`src/rtl/lut_index_sequencer.sv`:
```
// lut_index_sequencer: steps the BKM iteration index n from 0 to N-1 and
// forwards one registered, canonicalised (n, d_x, d_y) tuple per accepted
// digit pair to lut_decoder. It provides start/busy/done status and a
// sticky illegal-digit flag.
//
// Handshake: d_valid has no matching ready. In RUN, every enabled cycle
// with d_valid=1 is an accept. Outside RUN, and in any cycle with
// enable=0, d_valid is dropped. lut_valid qualifies lut_n/lut_dx/lut_dy for
// exactly the enabled cycles after an accept. Downstream logic cannot
// apply backpressure, so it must take the tuple in that cycle.
module lut_index_sequencer #(
  parameter int W  = 64,
  parameter int N  = 64,
  parameter int NW = 6
) (
  input  logic          clk,
  input  logic          srst,
  input  logic          enable,
  input  logic          start,
  input  logic          d_valid,
  input  logic [1:0]    d_x,
  input  logic [1:0]    d_y,
  output logic [NW-1:0] lut_n,
  output logic [1:0]    lut_dx,
  output logic [1:0]    lut_dy,
  output logic          lut_valid,
  output logic          busy,
  output logic          done,
  output logic          err,
  output logic [1:0]    dbg_state
);

  // W is carried only to match the lut_decoder parameter set. Reject
  // configurations where the index register cannot hold N-1.
  if ((W < 1) || (NW < 1) || (N < 2) || (N > (1 << NW))) begin : g_bad_params
    $error("lut_index_sequencer: illegal W/N/NW combination");
  end

  typedef enum logic [1:0] {
    S_IDLE = 2'd0,
    S_RUN  = 2'd1,
    S_DONE = 2'd2
  } state_t;

  localparam logic [NW-1:0] LAST = NW'(N - 1);

  state_t        r_state;
  logic [NW-1:0] r_count;
  logic [NW-1:0] r_lut_n;
  logic [1:0]    r_lut_dx;
  logic [1:0]    r_lut_dy;
  logic          r_lut_valid;
  logic          r_busy;
  logic          r_done;
  logic          r_err;

  logic          w_illegal;

  // Code 10 is not a legal digit. It is forwarded as a zero digit so that
  // lut_decoder never sees it.
  function automatic logic [1:0] canon(input logic [1:0] d);
    return (d == 2'b10) ? 2'b00 : d;
  endfunction

  // Flag an illegal code on either digit. The flag is only used on accepts.
  always_comb begin
    w_illegal = (d_x == 2'b10) || (d_y == 2'b10);
  end

  // Sequencer FSM. Every output comes from a register. Clock-enable low
  // freezes all state, so a stall delays the sequence without dropping or
  // repeating an index.
  always_ff @(posedge clk) begin
    if (srst) begin
      r_state     <= S_IDLE;
      r_count     <= '0;
      r_lut_n     <= '0;
      r_lut_dx    <= 2'b00;
      r_lut_dy    <= 2'b00;
      r_lut_valid <= 1'b0;
      r_busy      <= 1'b0;
      r_done      <= 1'b0;
      r_err       <= 1'b0;
    end else if (enable) begin
      case (r_state)
        S_IDLE: begin
          r_lut_valid <= 1'b0;
          r_done      <= 1'b0;
          if (start) begin
            r_state <= S_RUN;
            r_count <= '0;
            r_err   <= 1'b0;
            r_busy  <= 1'b1;
          end
        end
        S_RUN: begin
          r_lut_valid <= d_valid;
          if (d_valid) begin
            r_lut_n  <= r_count;
            r_lut_dx <= canon(d_x);
            r_lut_dy <= canon(d_y);
            if (w_illegal) begin
              r_err <= 1'b1;
            end
            // The last accept parks the count at N-1. It does not wrap.
            if (r_count == LAST) begin
              r_state <= S_DONE;
              r_busy  <= 1'b0;
              r_done  <= 1'b1;
            end else begin
              r_count <= r_count + NW'(1);
            end
          end
        end
        S_DONE: begin
          // This cycle shows the final tuple together with done.
          // A start request seen here is dropped on purpose.
          r_state     <= S_IDLE;
          r_lut_valid <= 1'b0;
          r_done      <= 1'b0;
        end
        default: begin
          r_state     <= S_IDLE;
          r_lut_valid <= 1'b0;
          r_busy      <= 1'b0;
          r_done      <= 1'b0;
        end
      endcase
    end
  end

  // While disabled, the tuple is not valid and done is not shown. Both come
  // back from the held registers once enable returns.
  always_comb begin
    lut_n     = r_lut_n;
    lut_dx    = r_lut_dx;
    lut_dy    = r_lut_dy;
    lut_valid = r_lut_valid & enable;
    busy      = r_busy;
    done      = r_done & enable;
    err       = r_err;
    dbg_state = r_state;
  end

endmodule

```
`config.mk`:
```
export PLATFORM = sky130hd
export DESIGN_NAME = lut_index_sequencer
export DESIGN_NICKNAME = d
export VERILOG_FILES = /design/src/rtl/lut_index_sequencer.sv
export SDC_FILE = /design/constraint.sdc
export NUM_CORES = 1
export LEC_CHECK = 0
export ABC_CLOCK_PERIOD_IN_PS = 1480
export CORE_AREA = 2 2 52 54
export CTS_CLUSTER_SIZE = 10
export DETAILED_ROUTE_END_ITERATION = 10
export DIE_AREA = 0 0 54 56
export PLACE_DENSITY = 0.72
export SETUP_SLACK_MARGIN = 0.4
export SLEW_MARGIN = 25
export SYNTH_ARGS = -nofsm -noshare
export SYNTH_HDL_FRONTEND = slang
export SYNTH_SLANG_ARGS = --single-unit
```
`constraint.sdc`:
```
create_clock -name clk -period 1.48 [get_ports clk]
set_input_delay 0.296 -clock clk [delete_from_list [all_inputs] [get_ports clk]]
set_output_delay 0.296 -clock clk [all_outputs]
set_load 0.02 [all_outputs]
```
Yosys cells after proc, flatten, opt, wreduce, memory -nomap -nowiden
Cells that the tools add are included.

Input port bits: 9. Logic and storage cells: 54. Output and inout port bits: 16. Register bits: 22. Memory bits (read-only): 0. Memories: 0. Latch bits: 0. Memory bits (writable): 0.

Magnitude comparators: 0. Shift operators: 0. Mux-type cells: 22. Reductions and logical operators: 9. Add/sub/neg operators: 1. Equal/unequal tests: 10. $mul: 0. Divide/modulo/power cells: 0. Bitwise operators: 3.

Operators by type and width (count): $mux W6 (3); $reduce_and A5 Y1 (3); $pmux W6 S2 (1); $mux W1 (10); $mux W2 (5); $ne A2 B2 Y1 const B (5); $add A6 B1 Y6 const B (1); $eq A2 B2 Y1 const B (3); $eq A6 B6 Y1 const B (1); $reduce_and A3 Y1 (2); $pmux W2 S2 (1); $reduce_and A4 Y1 (1); $pmux W1 S3 (1); $and A1 B1 Y1 (2); $eq A2 B1 Y1 const B (1); $logic_not A2 Y1 (1); $pmux W1 S2 (1); $reduce_bool A2 Y1 (1); $logic_or A1 B1 Y1 (1); $not A1 Y1 (1).

Longest topological paths before layout
Gate-level depths: netlist of run 1.

Depth in word-level cells: 5. Mapped depth: 6. Depth with buffers taken out: 5.

Least setup slack after synthesis of run 1
Ideal clock, no wire load.

Path type: register to register. Start: register r_count[0]. End: register r_busy (netlist: busy). Clock period less this slack: 1.511 ns. Setup time: 0.088 ns. Setup slack: -0.031 ns. Required time: 1.392 ns. Path buffers: 1. Data arrival time: 1.423 ns. Stages on the path, launching flop included: 7. Cell sequence: dfxtp_1 > ha_1 > and3_4 > and3_4 > buf_6 > and2_1 > a311oi_2.

Cells in the longest elaborated chain, start to end: 3.

Ends and longest elaborated chain: from (decl) (line 48) `logic [NW-1:0] r_count;`; from (signal assigned) (line 111) `r_count <= r_count + NW'(1);`; $eq A6 B6 Y1 (line 106) `if (r_count == LAST) begin`; $ne A2 B2 Y1 (no line); $reduce_and A5 Y1 (no line); to (signal assigned) (line 93) `r_busy <= 1'b1;`; to (signal assigned) (line 108) `r_busy <= 1'b0;`; to (signal assigned) (line 125) `r_busy <= 1'b0;`; to (decl) (line 53) `logic r_busy;`.

Every way passes these cells. A chain may end at the register's enable or synchronous reset.

Worst setup path in the final report of run 1
Start: register r_count[0]. End: register r_count[0].

Cells in the longest elaborated chain, start to end: 4. Elaborated cells on any way between the ends: 7. Classes of those cells: 1 x add/sub; 2 x eq/ne; 3 x mux; 1 x reduce/logical.

Ends and longest elaborated chain: $add A6 B1 Y6 (line 111); $mux W6 (line 106); $mux W6 (line 98) `if (d_valid) begin`; $pmux W6 S2 (line 85) `case (r_state)`.

Parallel ways exist; a longest one is shown, timed or not. The select of a mux whose other input is x is not followed.

==> reports/metrics.cfg, run 1 <==
[status]
status=completed

[die]
core_region_area_sq_um=2430
fp.dieArea_sq_um=3020
die_y_um=56
initial_core_util=0.421
die_width_um=54
pin_count=25
rows=18

[detailed_routing]
vias_per_cell=5.72
postRouteAntennaNets=0
drt_iter0_drc=39
drc=0
firstDrtPassIters=4
num_vias=1178
drt-total-wl_um=3640
post_drt_wl_per_cell_um=17.7

[sta]
fin_skew_ps=11.8
worst_slew_pin_slew_ps=310
slew_violations=0
rsz0062_at_grt=yes
setup_violations=0
period_minus_slack_ps=1340
timing.fmax_mhz=746
relSlewSlack=0.790
hold_viol=0
fin_crit_sh=0.906
holdWs_ps=451
fin_ws_ps=140

[synthesis]
synth_area_sq_um=1020
synthCells=119
syn_nets=129
seq_area_frac_synth=0.430
synth-edff-count=0
synthArstFlopShare=0
synth_commonest_cells=nand2_1, dfxtp_1, a21oi_1, nand3_1, nor3_1
ys.flop_type=dfxtp_1
syn_area_per_cell_sq_um=8.60
ys_types=36
yosys_warnings=0
yosys.area.top_type=dfxtp_1
synthDominantCellAreaShare=0.430
yosysMostFrequentCell=nand2_1
synth_area_leaders=dfxtp_1, a21oi_1, nand2_1
ys_seq_elements=22

[final_layout]
design_area_sq_um=1870
stdcell_count=206
layout-drive-gt1-share=0.693
n_antenna_cell=0
n_fill_cell=141
area_delta_synth_final_pct=82.9
nets=187

[min_path]
hold_class=input port to flip-flop
whs_path_depth=3

[grt]
grt_busiest_layer=met2
grt_max_degree=16
grt_use_met3=0.0565
grtUsageMet1=0.250
antenna_found_initial=0
gr-usage-met2=0.378
grt_overflow_total=0
grt_pass1_wl_um=4890
grt_usage=0.215
grt_pass1_vias=1075

[place]
dp_cells=180
dpl.hpwl_um=1830
port_buffers=24
place_congestion=0.824
place_area_sq_um=1390
dp_slack_ps=-348

[setup_path]
critPathLaunch=r_count[0]
crit_end=r_count[0]
path_max_fanout=6
reg2reg_to=r_count[0]
startpoint_type=flip-flop
endpoint_kind=flip-flop
rrSetupSlack_ps=140
path_class=flip-flop to flip-flop
r2r_cells=5
arrival_ps=1550
reg2reg_from=r_count[0]
cp.required_ps=1690

[clock_tree]
cts_sinks=22
clkTransAtPathRegs_ps=140
tritoncts=yes
cts.hold.buffers_added=0
htreeDepth=1
clock_latency_ps=320
ctsLongestPathBuffers=2
cts_root_buf=clkbuf_4
cts_made_buffers=3

[power]
p_per_area_nw_per_um2=686
power_leakage_uw=0.000721
vdd_ir_drop_max_v=0.000781

[run]
maxCapViolCount=0

==> through the flow <==
| step | TNS (ps) | total power, uW | util |
|---|---|---|---|
| finish | 0 | 1280 | 0.770 |
| global route | 0 | 1330 | 0.770 |
| CTS | 0 | 1240 | 0.689 |
| detailed placement | -5790 | 802 | 0.569 |
| floorplan | 0 | 721 | - |
| global placement | -5270 | 798 | 0.569 |
==> report_power, final <==
group | internal, uW | total (uW) | switching [uW]
Sequential | 599 | 613 | 13.7
Combinational | 137 | 270 | 132
Clock | 206 | 402 | 196
==> worst max-delay path: stages (launching register included) <==
cell and delay (ps):
dfxtp_4 380, ha_4 130, and3_4 170, and3_4 250, nor3_4 60, mux2_2 250
==> cells by family (layout without fill, tap and decap cells) <==
group / after synthesis / count (layout) / share of synthesized area
buf+inv: 11 / 67 / 0.0758
fa+ha+maj: 1 / 1 / 0.0122
mux: 2 / 2 / 0.0208
compound gates: 34 / 34 / 0.209
simple gates: 49 / 50 / 0.252
flops: 22 / 22 / 0.430
==> timing repair <==
action                     CTS  global route
resized for setup          140            38
setup buffers               12             8
pin swaps                   18            29
setup endpoints to repair   38            37
gates cloned                 2             0
==> metal layers <==
layer	share of wire	routed length (um)
met5	0	0
met4	0.037	133
met3	0.058	210
met2	0.50	1830
met1	0.40	1470
==> how the worst min path moves through the flow <==
stage | slack, ps | to | startpoint
floorplan | 430 | r_lut_valid | r_lut_valid
global placement | 440 | lut_dy[1] | lut_dy[1]
detailed placement | 450 | lut_dx[0] | lut_dx[0]
CTS | 470 | r_done | enable
global route | 460 | r_done | enable
finish | 450 | r_done | enable
==> registers in the layout, indices dropped and copies added (netlist names) <==
| signal | cells |
|---|---|
| r_lut_valid | 1 |
| r_done | 1 |
| r_count | 6 |
| dbg_state | 2 |
| lut_dx | 2 |
| err | 1 |
| lut_n | 6 |
| busy | 1 |
| lut_dy | 2 |
==> placed cells by master (no fill, tap or decap), drive strengths merged <==
cell / instances
mux2i: 1
nor2: 1
nor4: 1
mux2: 1
dlygate4sd2: 2
nor2b: 1
dfxtp: 22
nand2: 23
and3: 4
a22oi: 1
a21boi: 1
and2: 3
a2bb2oi: 1
o311ai: 1
nand3: 6
a311oi: 1
o21ai: 2
nand4: 3
nor3: 5
inv: 3
nand2b: 2
a211oi: 3
and2b: 1
o22ai: 1
a31oi: 2
a41oi: 1
a21oi: 18
clkdlybuf4s15: 1
clkbuf: 4
ha: 1
clkdlybuf4s50: 5
buf: 52
a22o: 1
a21o: 1
==> final cells by class <==
type	count	area, sq um	share of cell area
clock buffer	4	47.5	0.0254
inverter	3	11.3	0.00602
timing repair buffer	60	568	0.303
tap	30	37.5	0.0201
sequential	22	475	0.254
multi-input combinational	87	732	0.391
Note: power is estimated with default switching activity, not from simulation.
==> inputs of run 2 (changes only) <==
--- a/config.mk
+++ b/config.mk
@@ -5,11 +5,11 @@
 export SDC_FILE = /design/constraint.sdc
 export NUM_CORES = 1
 export LEC_CHECK = 0
-export ABC_CLOCK_PERIOD_IN_PS = 1480
-export CORE_AREA = 2 2 52 54
+export ABC_CLOCK_PERIOD_IN_PS = 1300
+export CORE_AREA = 2 2 51 53
 export CTS_CLUSTER_SIZE = 10
 export DETAILED_ROUTE_END_ITERATION = 10
-export DIE_AREA = 0 0 54 56
+export DIE_AREA = 0 0 53 55
 export PLACE_DENSITY = 0.72
 export SETUP_SLACK_MARGIN = 0.4
 export SLEW_MARGIN = 25
==> constraint.sdc (replaced) <==
create_clock -name clk -period 1.3 [get_ports clk]
set_input_delay 0.26 -clock clk [delete_from_list [all_inputs] [get_ports clk]]
set_output_delay 0.26 -clock clk [all_outputs]
set_load 0.02 [all_outputs]
==> reports/metrics.cfg, run 2 (synthesis results as in run 1) <==
[detailed_routing]
drc=0
num_vias=1142
post_drt_wl_per_cell_um=17.6
postRouteAntennaNets=0
drt-total-wl_um=3630
drt_iter0_drc=30
firstDrtPassIters=4
vias_per_cell=5.54

[grt]
grt_overflow_total=0
grt_usage=0.230
grt_max_degree=14
grt_pass1_vias=1042
grt_busiest_layer=met2
antenna_found_initial=0
gr-usage-met2=0.419
grt_pass1_wl_um=4850
grt_use_met3=0.0269
grtUsageMet1=0.281

[setup_path]
startpoint_type=flip-flop
endpoint_kind=flip-flop
critPathBufInv=0
path_cells=ha_4 > and3_4 > and3_4 > nor3_4 > mux2_2
max_stage_delay_ps=380
path_max_fanout=6
cp_top_family=simple AND/OR/NAND/NOR gates
path_class=flip-flop to flip-flop
cpMostUsedCell=and3_4
arrival_ps=1560
slowest_stage=dfxtp_4
cp.required_ps=1510

[sta]
fin_crit_sh=1.04
hold_viol=0
slew_violations=0
period_minus_slack_ps=1350
relSlewSlack=0.776
setup_violations=7
worst_slew_pin_slew_ps=332
rsz0062_at_grt=yes
fin_ws_ps=-53.8
tns_ps=-236
fin_skew_ps=1.30
timing.fmax_mhz=739

[clock_tree]
htreeDepth=1
cts_sinks=22
clkTransAtPathRegs_ps=130
ctsLongestPathBuffers=2
cts_made_buffers=3
tritoncts=yes
cts_root_buf=clkbuf_4
clock_latency_ps=300

[die]
die_y_um=55
core_region_area_sq_um=2360
initial_core_util=0.433
die_width_um=53
pin_count=25
fp.dieArea_sq_um=2920
rows=18

[place]
dp_slack_ps=-452
dpl.hpwl_um=1900
port_buffers=24
place_congestion=0.928

[final_layout]
final_common_cell=buf_4
area_delta_synth_final_pct=82.2
n_antenna_cell=0
n_fill_cell=149
seq_area_sq_um=475
multiInputGateArea_sq_um=736
final_util=0.788
mostFrequentLayoutCells=buf_4, buf_6, a21oi_2, dfxtp_2, nand2_2
layout-drive-gt1-share=0.716
nets=187

[status]
violations=negative setup slack
status=finished with violations

[power]
report.power.total_uw=1330
vdd_ir_drop_max_v=0.000536
power_leakage_uw=0.000711
p_per_area_nw_per_um2=712

[min_path]
hold_class=flip-flop to flip-flop

[run]
maxCapViolCount=0

run 2: changes by cell type in the layout (fill, tap and decap cells not counted), moves of 2 or more:
cell | previous run | this run
a211oi_2 | 0 | 2
a21oi_1 | 5 | 3
buf_6 | 24 | 21
nand2_2 | 8 | 11
buf_4 | 26 | 29
a211oi_1 | 3 | 1
a21oi_2 | 12 | 14
nand2_4 | 6 | 2
run 2: worst register-to-register path: cells and delay by family (launching register included):
family | cells | cell delay (ps)
simple gates | 3 | 500
flops | 1 | 380
mux | 1 | 250
fa+ha+maj | 1 | 130
run 2: cell type report:
cell class / instances / share of cell area
repair buffers: 60 / 0.310
clock buffers: 3 / 0.0121
flip-flops and latches: 22 / 0.255
multi-input cells: 87 / 0.395
clock inverters: 1 / 0.00201
well taps: 30 / 0.0201
inverters: 3 / 0.00604
run 2: path summary, 6_finish.rpt:
check	from	depth (start not counted)	end	slack [ps]
setup / recovery	r_count[1]	5	r_count[0]	-50
hold / removal	lut_n[5]	2	lut_n[5]	490
setup reg to reg	r_count[1]	5	r_count[0]	-50
hold reg to reg	lut_n[5]	2	lut_n[5]	490
run 2: per-stage QoR:
step           area (sq um)  std cells  hold slack (ps)
6_report               1860        206              489
5_1_grt                1860        206              501
4_1_cts                1680        197              468
2_1_floorplan          1080        119              396
3_5_place_dp           1460        187              444
3_3_place_gp           1460        187              440
run 2: layer usage:
layer / up-vias / part of all wire
met5: - / 0
met4: 0 / 0.012
met3: 7 / 0.055
met2: 39 / 0.54
met1: 553 / 0.39
li1: 543 / -
run 2: what timing repair did:
action,CTS,global route
hold buffers,0,0
gates resized for setup,137,34
cloned,2,0
endpoints found under the hold margin,0,0
pin swaps,13,22
setup buffers,4,9
endpoints found under the setup margin,38,38
run 2: report_power, final:
part	switching (uW)	internal [uW]	total, uW
Combinational	154	153	307
Clock	211	112	323
Sequential	14.3	683	697
Total	379	948	1330
